`config.mk`:
```
export PLATFORM = sky130hd
export DESIGN_NAME = lc3_int_arbiter
export DESIGN_NICKNAME = d
export VERILOG_FILES = /design/src/rtl/lc3_int_arbiter.sv
export SDC_FILE = /design/constraint.sdc
export NUM_CORES = 1
export LEC_CHECK = 0
export ABC_AREA = 1
export CAP_MARGIN = 20
export CORE_ASPECT_RATIO = 1.25
export CORE_MARGIN = 2
export CORE_UTILIZATION = 60
export CTS_CLUSTER_DIAMETER = 200
export DETAILED_ROUTE_END_ITERATION = 10
export DONT_BUFFER_PORTS = 1
export PLACE_DENSITY_LB_ADDON = 0.05
export SLEW_MARGIN = 10
export SYNTH_ARGS = -nofsm -noshare
export SYNTH_HDL_FRONTEND = slang
export SYNTH_SLANG_ARGS = --single-unit
```
`constraint.sdc`:
```
create_clock -name clk -period 9.7 [get_ports clk]
set_input_delay 1.94 -clock clk [delete_from_list [all_inputs] [get_ports clk]]
set_output_delay 1.94 -clock clk [all_outputs]
set_load 0.01 [all_outputs]
```
`src/rtl/lc3_int_arbiter.sv`:
```
// LC-3 interrupt arbiter: edge-posted device requests, PSR-priority filter, round-robin tie-break.
// Optional IRQ_MASK_EN adds a per-device enable mask loaded through mask_we/mask_din.
module lc3_int_arbiter #(
  parameter int N_DEV = 4,
  parameter int IDX_W = 3
) (
  input  logic               clk,
  input  logic               rst,
  input  logic [N_DEV-1:0]   dev_req,
  input  logic [3*N_DEV-1:0] dev_pri,
  input  logic [8*N_DEV-1:0] dev_vec,
  input  logic [2:0]         cur_pri,
  input  logic               int_ack,
`ifdef IRQ_MASK_EN
  input  logic               mask_we,
  input  logic [N_DEV-1:0]   mask_din,
`endif
  output logic               IRQ,
  output logic [2:0]         INTP,
  output logic [7:0]         INTV,
  output logic [N_DEV-1:0]   dev_ack,
  output logic               busy
);

  typedef enum logic [1:0] {S_IDLE, S_REQ, S_WAIT, S_ACK} state_t;

  state_t             state;
  state_t             state_nxt;
  logic [N_DEV-1:0]   req_q;
  logic [N_DEV-1:0]   pending;
  logic [N_DEV-1:0]   pending_nxt;
  logic [N_DEV-1:0]   rise;
  logic [N_DEV-1:0]   elig;
  logic [N_DEV-1:0]   mask_en;
  logic [N_DEV-1:0]   win_oh;
  logic [IDX_W-1:0]   rr_ptr;
  logic [IDX_W-1:0]   rr_nxt;
  logic [IDX_W-1:0]   win_idx;
  logic               sel_found;
  logic [IDX_W-1:0]   sel_idx;
  logic [2:0]         sel_pri;
  logic [7:0]         sel_vec;
  logic               latch;

`ifdef IRQ_MASK_EN
  logic [N_DEV-1:0]   irq_mask;

  always_ff @(posedge clk or posedge rst) begin
    if (rst) begin
      irq_mask <= '1;
    end else if (mask_we) begin
      irq_mask <= mask_din;
    end
  end

  assign mask_en = irq_mask;
`else
  assign mask_en = '1;
`endif

  assign rise   = dev_req & ~req_q;
  assign win_oh = N_DEV'(1) << win_idx;
  assign rr_nxt = (int'(win_idx) == N_DEV - 1) ? '0 : win_idx + IDX_W'(1);

  // A new rising edge overrides the clear of the device being acknowledged.
  always_comb begin
    pending_nxt = pending;
    if (state == S_ACK) begin
      pending_nxt = pending & ~win_oh;
    end else begin
      pending_nxt = pending;
    end
    pending_nxt = pending_nxt | rise;
  end

  always_comb begin
    elig = '0;
    for (int i = 0; i < N_DEV; i++) begin
      elig[i] = pending[i] & mask_en[i] & (dev_pri[3*i +: 3] != 3'd0) &
                (dev_pri[3*i +: 3] > cur_pri);
    end
  end

  // Scan from rr_ptr upward; strict '>' keeps the first index of an equal-priority tie.
  always_comb begin : sel_proc
    int idx;
    idx       = 0;
    sel_found = 1'b0;
    sel_idx   = '0;
    sel_pri   = 3'd0;
    sel_vec   = 8'd0;
    for (int off = 0; off < N_DEV; off++) begin
      idx = int'(rr_ptr) + off;
      if (idx >= N_DEV) begin
        idx = idx - N_DEV;
      end else begin
        idx = idx;
      end
      if (elig[idx] && (dev_pri[3*idx +: 3] > sel_pri)) begin
        sel_found = 1'b1;
        sel_idx   = IDX_W'(idx);
        sel_pri   = dev_pri[3*idx +: 3];
        sel_vec   = dev_vec[8*idx +: 8];
      end else begin
        sel_found = sel_found;
      end
    end
  end

  always_comb begin
    state_nxt = state;
    latch     = 1'b0;
    case (state)
      S_IDLE: begin
        if (sel_found) begin
          latch     = 1'b1;
          state_nxt = S_REQ;
        end else begin
          state_nxt = S_IDLE;
        end
      end
      S_REQ: begin
        state_nxt = int_ack ? S_ACK : S_WAIT;
      end
      S_WAIT: begin
        if (int_ack) begin
          state_nxt = S_ACK;
        end else if (sel_found && (sel_pri > INTP)) begin
          latch     = 1'b1;
          state_nxt = S_REQ;
        end else begin
          state_nxt = S_WAIT;
        end
      end
      S_ACK: begin
        state_nxt = S_IDLE;
      end
      default: begin
        state_nxt = S_IDLE;
      end
    endcase
  end

  // Outputs are registered from the next state so they line up with the state they describe.
  always_ff @(posedge clk or posedge rst) begin
    if (rst) begin
      state   <= S_IDLE;
      req_q   <= '0;
      pending <= '0;
      rr_ptr  <= '0;
      win_idx <= '0;
      INTP    <= 3'd0;
      INTV    <= 8'd0;
      IRQ     <= 1'b0;
      busy    <= 1'b0;
      dev_ack <= '0;
    end else begin
      state   <= state_nxt;
      req_q   <= dev_req;
      pending <= pending_nxt;
      if (latch) begin
        win_idx <= sel_idx;
        INTP    <= sel_pri;
        INTV    <= sel_vec;
      end
      if (state == S_ACK) begin
        rr_ptr <= rr_nxt;
      end
      IRQ     <= (state_nxt == S_REQ);
      busy    <= (state_nxt == S_REQ) || (state_nxt == S_WAIT);
      dev_ack <= (state_nxt == S_ACK) ? win_oh : '0;
    end
  end

endmodule

```
* Word level (Yosys, flattened, before mapping)
Cells that the tools add are included.
** Cells by class
- Equality and inequality tests :: 7
- Order comparisons :: 17
- Bitwise logic cells :: 13
- Multiply operators :: 4
- Shift operators :: 9
- Mux-type cells :: 44
- Reduce and logical (&&, ||, !) cells :: 11
- $add $sub $neg :: 8
** Operator list (count)
- 32-bit by 4-bit < comparator with 1-bit output (second input constant) :: 4
- 3-bit by 32-bit multiplier with 32-bit output (first input constant) :: 4
- 32-bit 2-to-1 mux :: 4
- 12-bit by 32-bit variable part select with 3-bit output :: 4
- 32-bit by 32-bit variable part select with 8-bit output :: 4
- 8-bit 2-to-1 mux :: 4
- 3-bit 2-to-1 mux :: 9
- 3-bit > comparator :: 8
- 1-bit 2-to-1 mux :: 17
- 4-bit by 3-bit subtractor with 5-bit output (second input constant) :: 3
- 4-bit by 3-bit greater-or-equal comparator with 1-bit output (second input constant) :: 3
- 3-bit nonzero test :: 4
- 3-bit by 2-bit adder with 4-bit output (second input constant) :: 2
- 1-bit bitwise AND :: 8
- 4-bit bitwise AND :: 2
- 1-bit binary-select mux with 2-bit select :: 4
- 2-bit equality test (second input constant) :: 4
- 4-bit 2-to-1 mux :: 2
- 4-bit inverter :: 2
- 2-bit one-hot mux with 4 select lines :: 1
- 1-bit logical AND :: 5
- 3-bit by 1-bit adder with 4-bit output (second input constant) :: 1
- 2-bit by 1-bit equality test with 1-bit output (second input constant) :: 2
- 2-bit 2-to-1 mux :: 2
- 10 further kinds :: 10
** Word-level totals
- Input port bits :: 54
- Register bits after elaboration :: 33
- Output and inout port bits :: 17
- Word-level logic and storage cells :: 123

* Logic depth before layout (Yosys ltp)
Gate-level depths: netlist (run 1).
- Depth after elaboration :: 24
- Mapped depth :: 55
- Depth with buffers taken out :: 52

* Least setup slack after synthesis (run 1)
Ideal clock, no wire load.
- Kind :: input -> register
- Start :: input port cur_pri[2]
- End :: register dev_ack[0]
- Path buffers :: 2
- Setup slack :: 2105 ps
- Data arrival time :: 7477 ps
- Setup time :: 118 ps
- Cell stages on the path :: 45
- Cells stage by stage :: inv_1 > ha_1 > nand2_1 > nor2_1 > nor2_1 > nor2_1 > nand2_1 > nand3_1 > and2_1 > nand2_1 > ha_1 > nand3b_1 > a32oi_1 > nand2_1 > nor2_1 > clkbuf_1 > nand2_1 > nand2_1 > [9 not listed] > nand2_1 > and2_1 > ha_1 > a32oi_1 > nand3_1 > inv_1 > o21ai_0 > ha_1 > nand2_1 > nor2_1 > a211oi_1 > a31oi_1 > nand3_1 > nand2_1 > o21ai_0 > ha_1 > inv_1 > nor2_1
** Between the ends
- Word-level cells in the longest chain between the ends :: 23
- Elaborated cells on any way between the ends :: 43
** RTL lines
- start: declaration :: line 12 : input logic [2:0] cur_pri,
- 3-bit > comparator :: line 80 : (dev_pri[3*i +: 3] > cur_pri);
- 1-bit bitwise AND :: line 79 : elig[i] = pending[i] & mask_en[i] & (dev_pri[3*i +: 3] != 3'd0) &
- 1-bit binary-select mux with 2-bit select :: line 99 : if (elig[idx] && (dev_pri[3*idx +: 3] > sel_pri)) begin
- 1-bit 2-to-1 mux (implied by the code) (2 in a row) :: line 99
- 1-bit logical AND :: line 99
- 3-bit 2-to-1 mux :: line 99
- 3-bit > comparator :: line 99
- 1-bit logical AND :: line 99
- [7 not listed]
- net sel_pri[2] :: line 41 : logic [2:0] sel_pri;
- 3-bit > comparator * :: line 128 : end else if (sel_found && (sel_pri > INTP)) begin
- 1-bit logical AND * :: line 128
- 2-bit 2-to-1 mux * :: line 128
- 2-bit 2-to-1 mux * :: line 126 : if (int_ack) begin
- 2-bit one-hot mux with 4 select lines * :: line 113 : case (state)
- net state_nxt[1] :: line 28 : state_t state_nxt;
- 2-bit equality test * :: line 171 : dev_ack <= (state_nxt == S_ACK) ? win_oh : '0;
- 4-bit 2-to-1 mux * :: line 171
- end signal: assignment :: line 171
- end: declaration :: line 21 : output logic [N_DEV-1:0] dev_ack,
The timed path passes the listed nets; every way through them passes the cells marked *. The select of a mux whose other input is x is not followed.
A chain may end at the register's enable or synchronous reset.

* Worst setup path in the final report (run 1)
- Start :: input port cur_pri[2]
- End :: register dev_ack[3]
The elaborated chain is that of the path after synthesis.

==> results.sh, run 1 <==
export IMPL_die_y_um=105
export IMPL_root_buffer="clkbuf_8"
export IMPL_core_area_sq_um=8100
export IMPL_track_usage_pct=32.2
export IMPL_clock_skew_ns=0.00812
export IMPL_drc=0
export IMPL_worstSetupPathType="in2reg"
export IMPL_synth_cell_types=43
export IMPL_layout_cells_non_filler=920
export IMPL_timing_critical_path_mode_cell="nand2_1"
export IMPL_end_kind="flip-flop"
export IMPL_synthArstFlopShare_pct=100
export IMPL_cts_path_max_buffers=2
export IMPL_wl_per_cell_um=15.7
export IMPL_syn_area_sq_um=4940
export IMPL_cts_hold_buf=0
export IMPL_drive_gt1_share_pct=4.62
export IMPL_ant_nets=0
export IMPL_yosysTopAreaCell="nand2_1"
export IMPL_place_gp_congestion=1.11
export IMPL_tns_ns=0
export IMPL_final_max_slew_violation_count=0
export IMPL_hpwl_mm=11.2
export IMPL_clock_latency_ns=0.29
export IMPL_hold_slack_ns=0.427
export IMPL_place_inst=912
export IMPL_top_layer_used="met4"
export IMPL_required_ns=9.88
export IMPL_worstPathMaxFanout=15
export IMPL_syn_area_per_cell_sq_um=5.86
export IMPL_start_util_pct=61.0
export IMPL_rows=37
export IMPL_status="finished, final reports clean"
export IMPL_cp_slowest_stage_delay_ns=0.44
export IMPL_die_w_um=85.2
export IMPL_cp_arrival_ns=9.14
export IMPL_worst_pin_slew_ns=0.781
export IMPL_cts_tree="built"
export IMPL_finalCritPeriodShare_pct=92.3
export IMPL_wl_met1_mm=5.66
export IMPL_dr_first_iter_drc_count=392
export IMPL_num_vias=5465
export IMPL_synth_edff_count=0
export IMPL_cts_setup_buffers=0
export IMPL_fill_cells=788
export IMPL_final_cell_mix="288 x nand2_1, 113 x nand3_1, 88 x inv_1, 83 x o21ai_0, 59 x nor2_1"
export IMPL_layout_commonest_cell="nand2_1"
export IMPL_netlist_area_leader_share_pct=21.9
export IMPL_crit_slowest_cell="and2_1"
export IMPL_htreeDepth=2
export IMPL_synth_flop_cell="dfrtp_1"
export IMPL_clkSinkCount=33
export IMPL_dr_pass1_iters=7
export IMPL_grt_max_degree=86
export IMPL_via_per_inst=5.94
export IMPL_setup_violations=0
export IMPL_placed_area_sq_um=4930
export IMPL_io_buffers=0
export IMPL_routed_wl_mm=14.5
export IMPL_path_clk_slew_ns=0.07
export IMPL_area_growth_pct=2.18
export IMPL_start_kind="primary input"
export IMPL_yosysSeqAreaShare_pct=16.7
export IMPL_cts_resized=0
export IMPL_fin_crit_ns=8.96
export IMPL_wl_met2_mm=7.15
export IMPL_final_nets=920
export IMPL_cts_buffers=5
export IMPL_rsz0062_at_grt="false"
export IMPL_min_path_type="reg2reg"
export IMPL_netlist_top_cells_area="nand2_1 22%, dfrtp_1 17%, nand3_1 11%, ha_1 11%, o21ai_0 8.4%"
export IMPL_slew_headroom_pct=47.9
export IMPL_grt_ovfl_total=0
export IMPL_fin_area_sq_um=5050
export IMPL_ios=71
export IMPL_max_freq_mhz=112
export IMPL_synthCells=844
export IMPL_cap_violations=0
export IMPL_die_area_sq_um=8990
export IMPL_ys_warn_count=0
export IMPL_dr_wl_met3_um=936
export IMPL_hold_viol_final=0
export IMPL_grt_pass1_wl_mm=23.6
export IMPL_rrSetupSlack_ns=0.97
export IMPL_ys_ff_latch=33
export IMPL_grt_pass1_vias=5099
export IMPL_n_antenna_cell=0
export IMPL_grt_antenna_before_repair=0
## layer usage
metal / vias to the layer above / GRT usage, %
li1: 2735 / -
met5: - / 0
met1: 2433 / 38.5
met4: 0 / 16.1
met3: 56 / 3.76
met2: 241 / 56.3
## sequential cells by signal, summed over array words and instances (netlist names), 2 cells and up
signal / flops
dev_ack: 4
INTV: 8
rr_ptr: 3
pending: 4
req_q: 4
state: 2
win_idx: 3
INTP: 3
## critical path: cells and delay by family
family          cells  cell delay, ns
simple gates       25            3.44
compound gates      7            1.23
buf+inv             5            0.65
fa+ha+maj           6            1.86
## cell type report
cell class                 count  area, sq um  share of cell area [%]
timing repair buffer           6         45.0                   0.892
tap                           97          121                    2.40
inverter                      93          349                    6.91
clock buffer                   5         68.8                    1.36
multi-input combinational    683         3590                    71.1
clock inverter                 3         46.3                   0.917
sequential                    33          827                    16.4
## cell usage after synthesis, types with 2 or more instances
cell type,count
o21ai_1,2
nand4_1,7
nand2_1,288
a32oi_1,3
nand2_4,4
o2111ai_1,5
fa_1,2
o211ai_1,10
a31oi_1,7
ha_1,42
inv_2,5
buf_2,16
and2_1,3
o21ai_0,83
a21oi_1,13
nand3_4,3
dfrtp_1,33
o22ai_1,2
nand3b_1,3
inv_1,88
nor2_2,2
xnor2_1,2
mux2i_1,3
a211oi_1,9
buf_6,3
nand3_1,113
clkbuf_1,11
buf_1,8
nor2_1,60
## worst paths after layout
kind                                        from                    end  depth (start not counted)
setup / recovery                      cur_pri[2]   dev_ack[3]$_DFF_PP0_                         43
hold / removal                req_q[3]$_DFF_PP0_   pending[3]$_DFF_PP0_                          1
setup reg to reg           rr_ptr[1]$_DFFE_PP0N_   dev_ack[3]$_DFF_PP0_                         44
hold reg to reg               req_q[3]$_DFF_PP0_   pending[3]$_DFF_PP0_                          1
max in group asynchronous                    rst  rr_ptr[0]$_DFFE_PP0N_                          2
min in group asynchronous                    rst     state[0]$_DFF_PP0_                          1
## stage by stage
step / util, % / worst slack, ns
finish: 62.3 / 0.744
CTS: 62.3 / 0.661
global placement: 60.9 / 0.834
floorplan: - / 2.10
detailed placement: 60.9 / 0.406
global route: 62.3 / 0.00956
## cells by family after synthesis
logic type	after synthesis	share of synthesized area (%)
flip-flops	33	16.7
multiplexers	3	0.607
adder cells (fa/ha/maj)	44	11.4
buffers and inverters	132	11.0
AND/OR/NAND/NOR	489	43.4
XOR/XNOR	4	0.861
AO/OA/AOI/OAI	138	16.0
other	1	0.0759
Power of run 1 is left out: the tool's default activity adds up to more than one toggle a clock period on the data nets, which glitch-free logic cannot reach.
==> run 2: changes to the inputs <==
==> constraint.sdc (replaced) <==
create_clock -name clk -period 9.7 [get_ports clk]
set_input_delay 0.97 -clock clk [delete_from_list [all_inputs] [get_ports clk]]
set_output_delay 0.97 -clock clk [all_outputs]
set_load 0.01 [all_outputs]
==> results.sh, run 2 (synthesized netlist as in run 1, its figures left out) <==
export IMPL_cts_tree="built"
export IMPL_die_y_um=105
export IMPL_clock_latency_ns=0.29
export IMPL_finalCritPeriodShare_pct=90.9
export IMPL_cap_violations=0
export IMPL_worstPathMaxFanout=34
export IMPL_reg2reg_from="rr_ptr[1]$_DFFE_PP0N_"
export IMPL_cts_setup_buffers=0
export IMPL_grt_pass1_vias=5110
export IMPL_place_inst=911
export IMPL_root_buffer="clkbuf_8"
export IMPL_num_vias=5477
export IMPL_clock_skew_ns=0.00748
export IMPL_min_to="pending[1]$_DFF_PP0_"
export IMPL_ios=71
export IMPL_cp_arrival_ns=8.98
export IMPL_wl_per_cell_um=15.7
export IMPL_status="finished, final reports clean"
export IMPL_required_ns=9.87
export IMPL_via_per_inst=5.96
export IMPL_n_antenna_cell=0
export IMPL_path_clk_slew_ns=0.06
export IMPL_min_delay_start="req_q[1]$_DFF_PP0_"
export IMPL_final_nets=919
export IMPL_min_path_type="reg2reg"
export IMPL_drive_gt1_share_pct=4.14
export IMPL_cts_buffers=5
export IMPL_cts_hold_buf=0
export IMPL_grt_max_degree=85
export IMPL_worst_path_buf_inv=8
export IMPL_max_freq_mhz=113
export IMPL_rrSetupSlack_ns=0.89
export IMPL_multiInputGateArea_sq_um=3590
export IMPL_holdPathStages=1
export IMPL_final_max_slew_violation_count=0
export IMPL_worst_path_dominant_cell_family="simple AND/OR/NAND/NOR gates"
export IMPL_fill_cells=839
export IMPL_dr_pass1_iters=5
export IMPL_drc=0
export IMPL_register_area_sq_um=827
export IMPL_ant_nets=0
export IMPL_rsz0062_at_grt="false"
export IMPL_routed_wl_mm=14.4
export IMPL_cp_slowest_stage_delay_ns=0.59
export IMPL_crit_slowest_cell="dfrtp_1"
export IMPL_timing_critical_path_mode_cell="nand2_1"
export IMPL_hold_viol_final=0
export IMPL_grt_pass1_wl_mm=23.5
export IMPL_top_register="INTV"
export IMPL_worst_pin_slew_ns=0.744
export IMPL_die_w_um=85.2
export IMPL_cts_resized=0
export IMPL_io_buffers=0
export IMPL_final_cell_mix="288 x nand2_1, 113 x nand3_1, 88 x inv_1, 83 x o21ai_0, 59 x nor2_1"
export IMPL_r2r_cells=43
export IMPL_setup_violations=0
export IMPL_cts_path_max_buffers=2
export IMPL_start_util_pct=61.0
export IMPL_area_growth_pct=1.32
export IMPL_layout_commonest_cell="nand2_1"
export IMPL_track_usage_pct=32.2
export IMPL_worstSetupPathType="reg2reg"
export IMPL_slew_headroom_pct=50.4
export IMPL_htreeDepth=2
export IMPL_hpwl_mm=11.4
export IMPL_layout_cells_non_filler=919
export IMPL_largest_reg_flops=8
export IMPL_start_kind="flip-flop"
export IMPL_dr_first_iter_drc_count=294
export IMPL_place_gp_congestion=0.949
export IMPL_die_area_sq_um=8990
export IMPL_end_kind="flip-flop"
export IMPL_rows=37
export IMPL_core_area_sq_um=8100
export IMPL_grt_ovfl_total=0
export IMPL_fin_crit_ns=8.81
export IMPL_tns_ns=0
export IMPL_clkSinkCount=33
export IMPL_grt_antenna_before_repair=0
export IMPL_rr_endpoint="dev_ack[0]$_DFF_PP0_"
==> run 2: changes by cell type in the layout (fill, tap and decap cells not counted), sizes merged <==
cell,previous run,this run
buf,6,5
clkinv,1,0
clkbuf,5,8
clkinvlp,1,0
bufinv,1,0
==> run 2: per-layer routing <==
| metal | global-route usage [%] | routed length, um |
|---|---|---|
| met1 | 37.1 | 5650 |
| met3 | 4.15 | 873 |
| met2 | 56.8 | 7070 |
| met5 | 0 | 0 |
| met4 | 17.2 | 848 |
==> run 2: per-stage QoR <==
| step | worst slack, ns | hold slack (ns) | area (sq um) | utilization (%) |
|---|---|---|---|---|
| final | 0.887 | 0.430 | 5010 | 61.8 |
| after global routing | 0.0372 | 0.450 | 5010 | 61.8 |
| after CTS | 0.935 | 0.434 | 5010 | 61.8 |
| after detailed placement | 0.969 | 0.425 | 4930 | 60.8 |
| after global placement | 1.46 | 0.408 | 4930 | 60.8 |
| after floorplan | 2.38 | 0.400 | 4960 | - |
==> run 2: worst max path at each step <==
| stage | startpoint | end | slack [ns] | depth (start not counted) |
|---|---|---|---|---|
| final | rr_ptr[1]$_DFFE_PP0N_ | dev_ack[0]$_DFF_PP0_ | 0.89 | 43 |
| after global routing | rr_ptr[1]$_DFFE_PP0N_ | dev_ack[3]$_DFF_PP0_ | 0.04 | 43 |
| after CTS | rr_ptr[1]$_DFFE_PP0N_ | dev_ack[0]$_DFF_PP0_ | 0.93 | 44 |
| after detailed placement | rr_ptr[1]$_DFFE_PP0N_ | dev_ack[1]$_DFF_PP0_ | 0.97 | 44 |
| after global placement | cur_pri[2] | dev_ack[2]$_DFF_PP0_ | 1.46 | 43 |
| after floorplan | rr_ptr[1]$_DFFE_PP0N_ | dev_ack[0]$_DFF_PP0_ | 2.38 | 51 |
==> run 2: cell type report <==
| cell class | count | area share (%) |
|---|---|---|
| Clock buffer | 8 | 1.60 |
| Inverter | 93 | 6.97 |
| Multi-Input combinational cell | 683 | 71.7 |
| Sequential cell | 33 | 16.5 |
| Tap cell | 97 | 2.42 |
| Timing Repair Buffer | 5 | 0.749 |
Power of run 2 is left out for the same reason.
==> run 3: changes to the inputs <==
Settings changed: CORE_UTILIZATION 60 to 55.
==> results.sh, run 3 (synthesized netlist as in run 1, its figures left out) <==
export IMPL_cp_slowest_stage_delay_ns=0.62
export IMPL_dr_pass1_iters=5
export IMPL_final_util_pct=58.1
export IMPL_holdPathStages=1
export IMPL_final_max_slew_violation_count=0
export IMPL_cts_hold_buf=0
export IMPL_cts_buffers=5
export IMPL_fin_crit_ns=8.80
export IMPL_tns_ns=0
export IMPL_top_register="INTV"
export IMPL_fill_cells=931
export IMPL_cp_arrival_ns=8.97
export IMPL_setup_violations=0
export IMPL_clock_skew_ns=0.00510
export IMPL_num_vias=5435
export IMPL_final_cell_mix="288 x nand2_1, 113 x nand3_1, 87 x inv_1, 83 x o21ai_0, 60 x nor2_1"
export IMPL_wl_per_cell_um=15.4
export IMPL_drive_gt1_share_pct=4.50
export IMPL_via_per_inst=5.76
export IMPL_place_inst=935
export IMPL_grt_max_degree=86
export IMPL_path_clk_slew_ns=0.07
export IMPL_cap_violations=0
export IMPL_clock_latency_ns=0.28
export IMPL_worstSetupPathType="reg2reg"
export IMPL_max_freq_mhz=114
export IMPL_die_w_um=88.8
export IMPL_crit_slowest_cell="fa_1"
export IMPL_core_area_sq_um=8700
export IMPL_routed_wl_mm=14.5
export IMPL_grt_antenna_before_repair=0
export IMPL_layout_commonest_cell="nand2_1"
export IMPL_timing_critical_path_mode_cell="nand2_1"
export IMPL_area_growth_pct=2.20
export IMPL_start_kind="flip-flop"
export IMPL_min_path_type="reg2reg"
export IMPL_r2r_cells=47
export IMPL_cts_tree="built"
export IMPL_htreeDepth=2
export IMPL_final_nets=920
export IMPL_io_buffers=0
export IMPL_die_area_sq_um=9770
export IMPL_layout_cells_non_filler=943
export IMPL_drc=0
export IMPL_worst_pin_slew_ns=0.692
export IMPL_hold_slack_ns=0.419
export IMPL_hpwl_mm=11.5
export IMPL_slew_headroom_pct=53.7
export IMPL_ant_nets=0
export IMPL_start_util_pct=56.8
export IMPL_dr_first_iter_drc_count=314
export IMPL_finalCritPeriodShare_pct=90.8
export IMPL_place_gp_congestion=0.979
export IMPL_hold_viol_final=0
export IMPL_die_y_um=110
export IMPL_register_area_sq_um=827
export IMPL_end_kind="flip-flop"
export IMPL_grt_ovfl_total=0
export IMPL_ios=71
export IMPL_root_buffer="clkbuf_8"
export IMPL_largest_reg_flops=8
export IMPL_clkSinkCount=33
export IMPL_rows=38
export IMPL_grt_pass1_wl_mm=23.2
export IMPL_rsz0062_at_grt="false"
export IMPL_cts_path_max_buffers=2
export IMPL_required_ns=9.87
export IMPL_multiInputGateArea_sq_um=3590
export IMPL_grt_pass1_vias=5038
export IMPL_status="finished, final reports clean"
export IMPL_worstPathMaxFanout=85
export IMPL_track_usage_pct=30.0
export IMPL_n_antenna_cell=0
run 3: changes by cell type in the layout (fill, tap and decap cells not counted):
cell        delta
clkbuf_1       -2
nor2_2         -1
buf_6          +1
inv_1          -1
clkinvlp_4     +1
clkinv_2       +2
nor2_1         +1
run 3: area by class of cell:
class / instances / area share [%]
Multi-Input combinational cell: 683 / 71.1
Sequential cell: 33 / 16.4
Inverter: 93 / 6.98
Tap cell: 120 / 2.97
Clock buffer: 6 / 1.44
Timing Repair Buffer: 6 / 0.966
Clock inverter: 2 / 0.198
run 3: path summary, 6_finish.rpt:
| kind | start | to | slack, ns |
|---|---|---|---|
| worst max register to register | rr_ptr[0]$_DFFE_PP0N_ | dev_ack[1]$_DFF_PP0_ | 0.90 |
| min in group asynchronous | rst | INTV[7]$_DFFE_PP0P_ | 0.62 |
| worst max-delay path | rr_ptr[0]$_DFFE_PP0N_ | dev_ack[1]$_DFF_PP0_ | 0.90 |
| worst min-delay path | req_q[3]$_DFF_PP0_ | pending[3]$_DFF_PP0_ | 0.42 |
| worst min register to register | req_q[3]$_DFF_PP0_ | pending[3]$_DFF_PP0_ | 0.42 |
| max in group asynchronous | rst | rr_ptr[0]$_DFFE_PP0N_ | 8.41 |
run 3: metrics by stage:
stage          setup WS [ns]  cell area [sq um]
2_1_floorplan           2.38               4960
6_report               0.897               5050
3_5_place_dp           0.755               4960
5_1_grt               0.0750               5050
4_1_cts                0.729               5040
3_3_place_gp            1.15               4960
run 3: metal layers:
layer	track usage, %	up-vias	wire, um
met4	13.5	0	614
met1	34.7	2458	5750
met3	4.32	47	915
met5	0	-	0
li1	-	2720	-
met2	53.9	210	7260
run 3: worst max-delay path: cells and delay by family, from the launching register on:
family | cells | cell delay [ns]
DFF | 1 | 0.37
and+or+nand+nor | 25 | 3.26
buffers and inverters | 7 | 1.42
AOI/OAI and AO/OA | 7 | 1.09
adders and majority gates | 8 | 2.49
run 3: what timing repair did:
action                                  in CTS  in global routing
endpoints found under the setup margin       0                 20
buffers inserted                             0                  0
gates resized for setup                      0                  2
Power of run 3 is left out for the same reason.
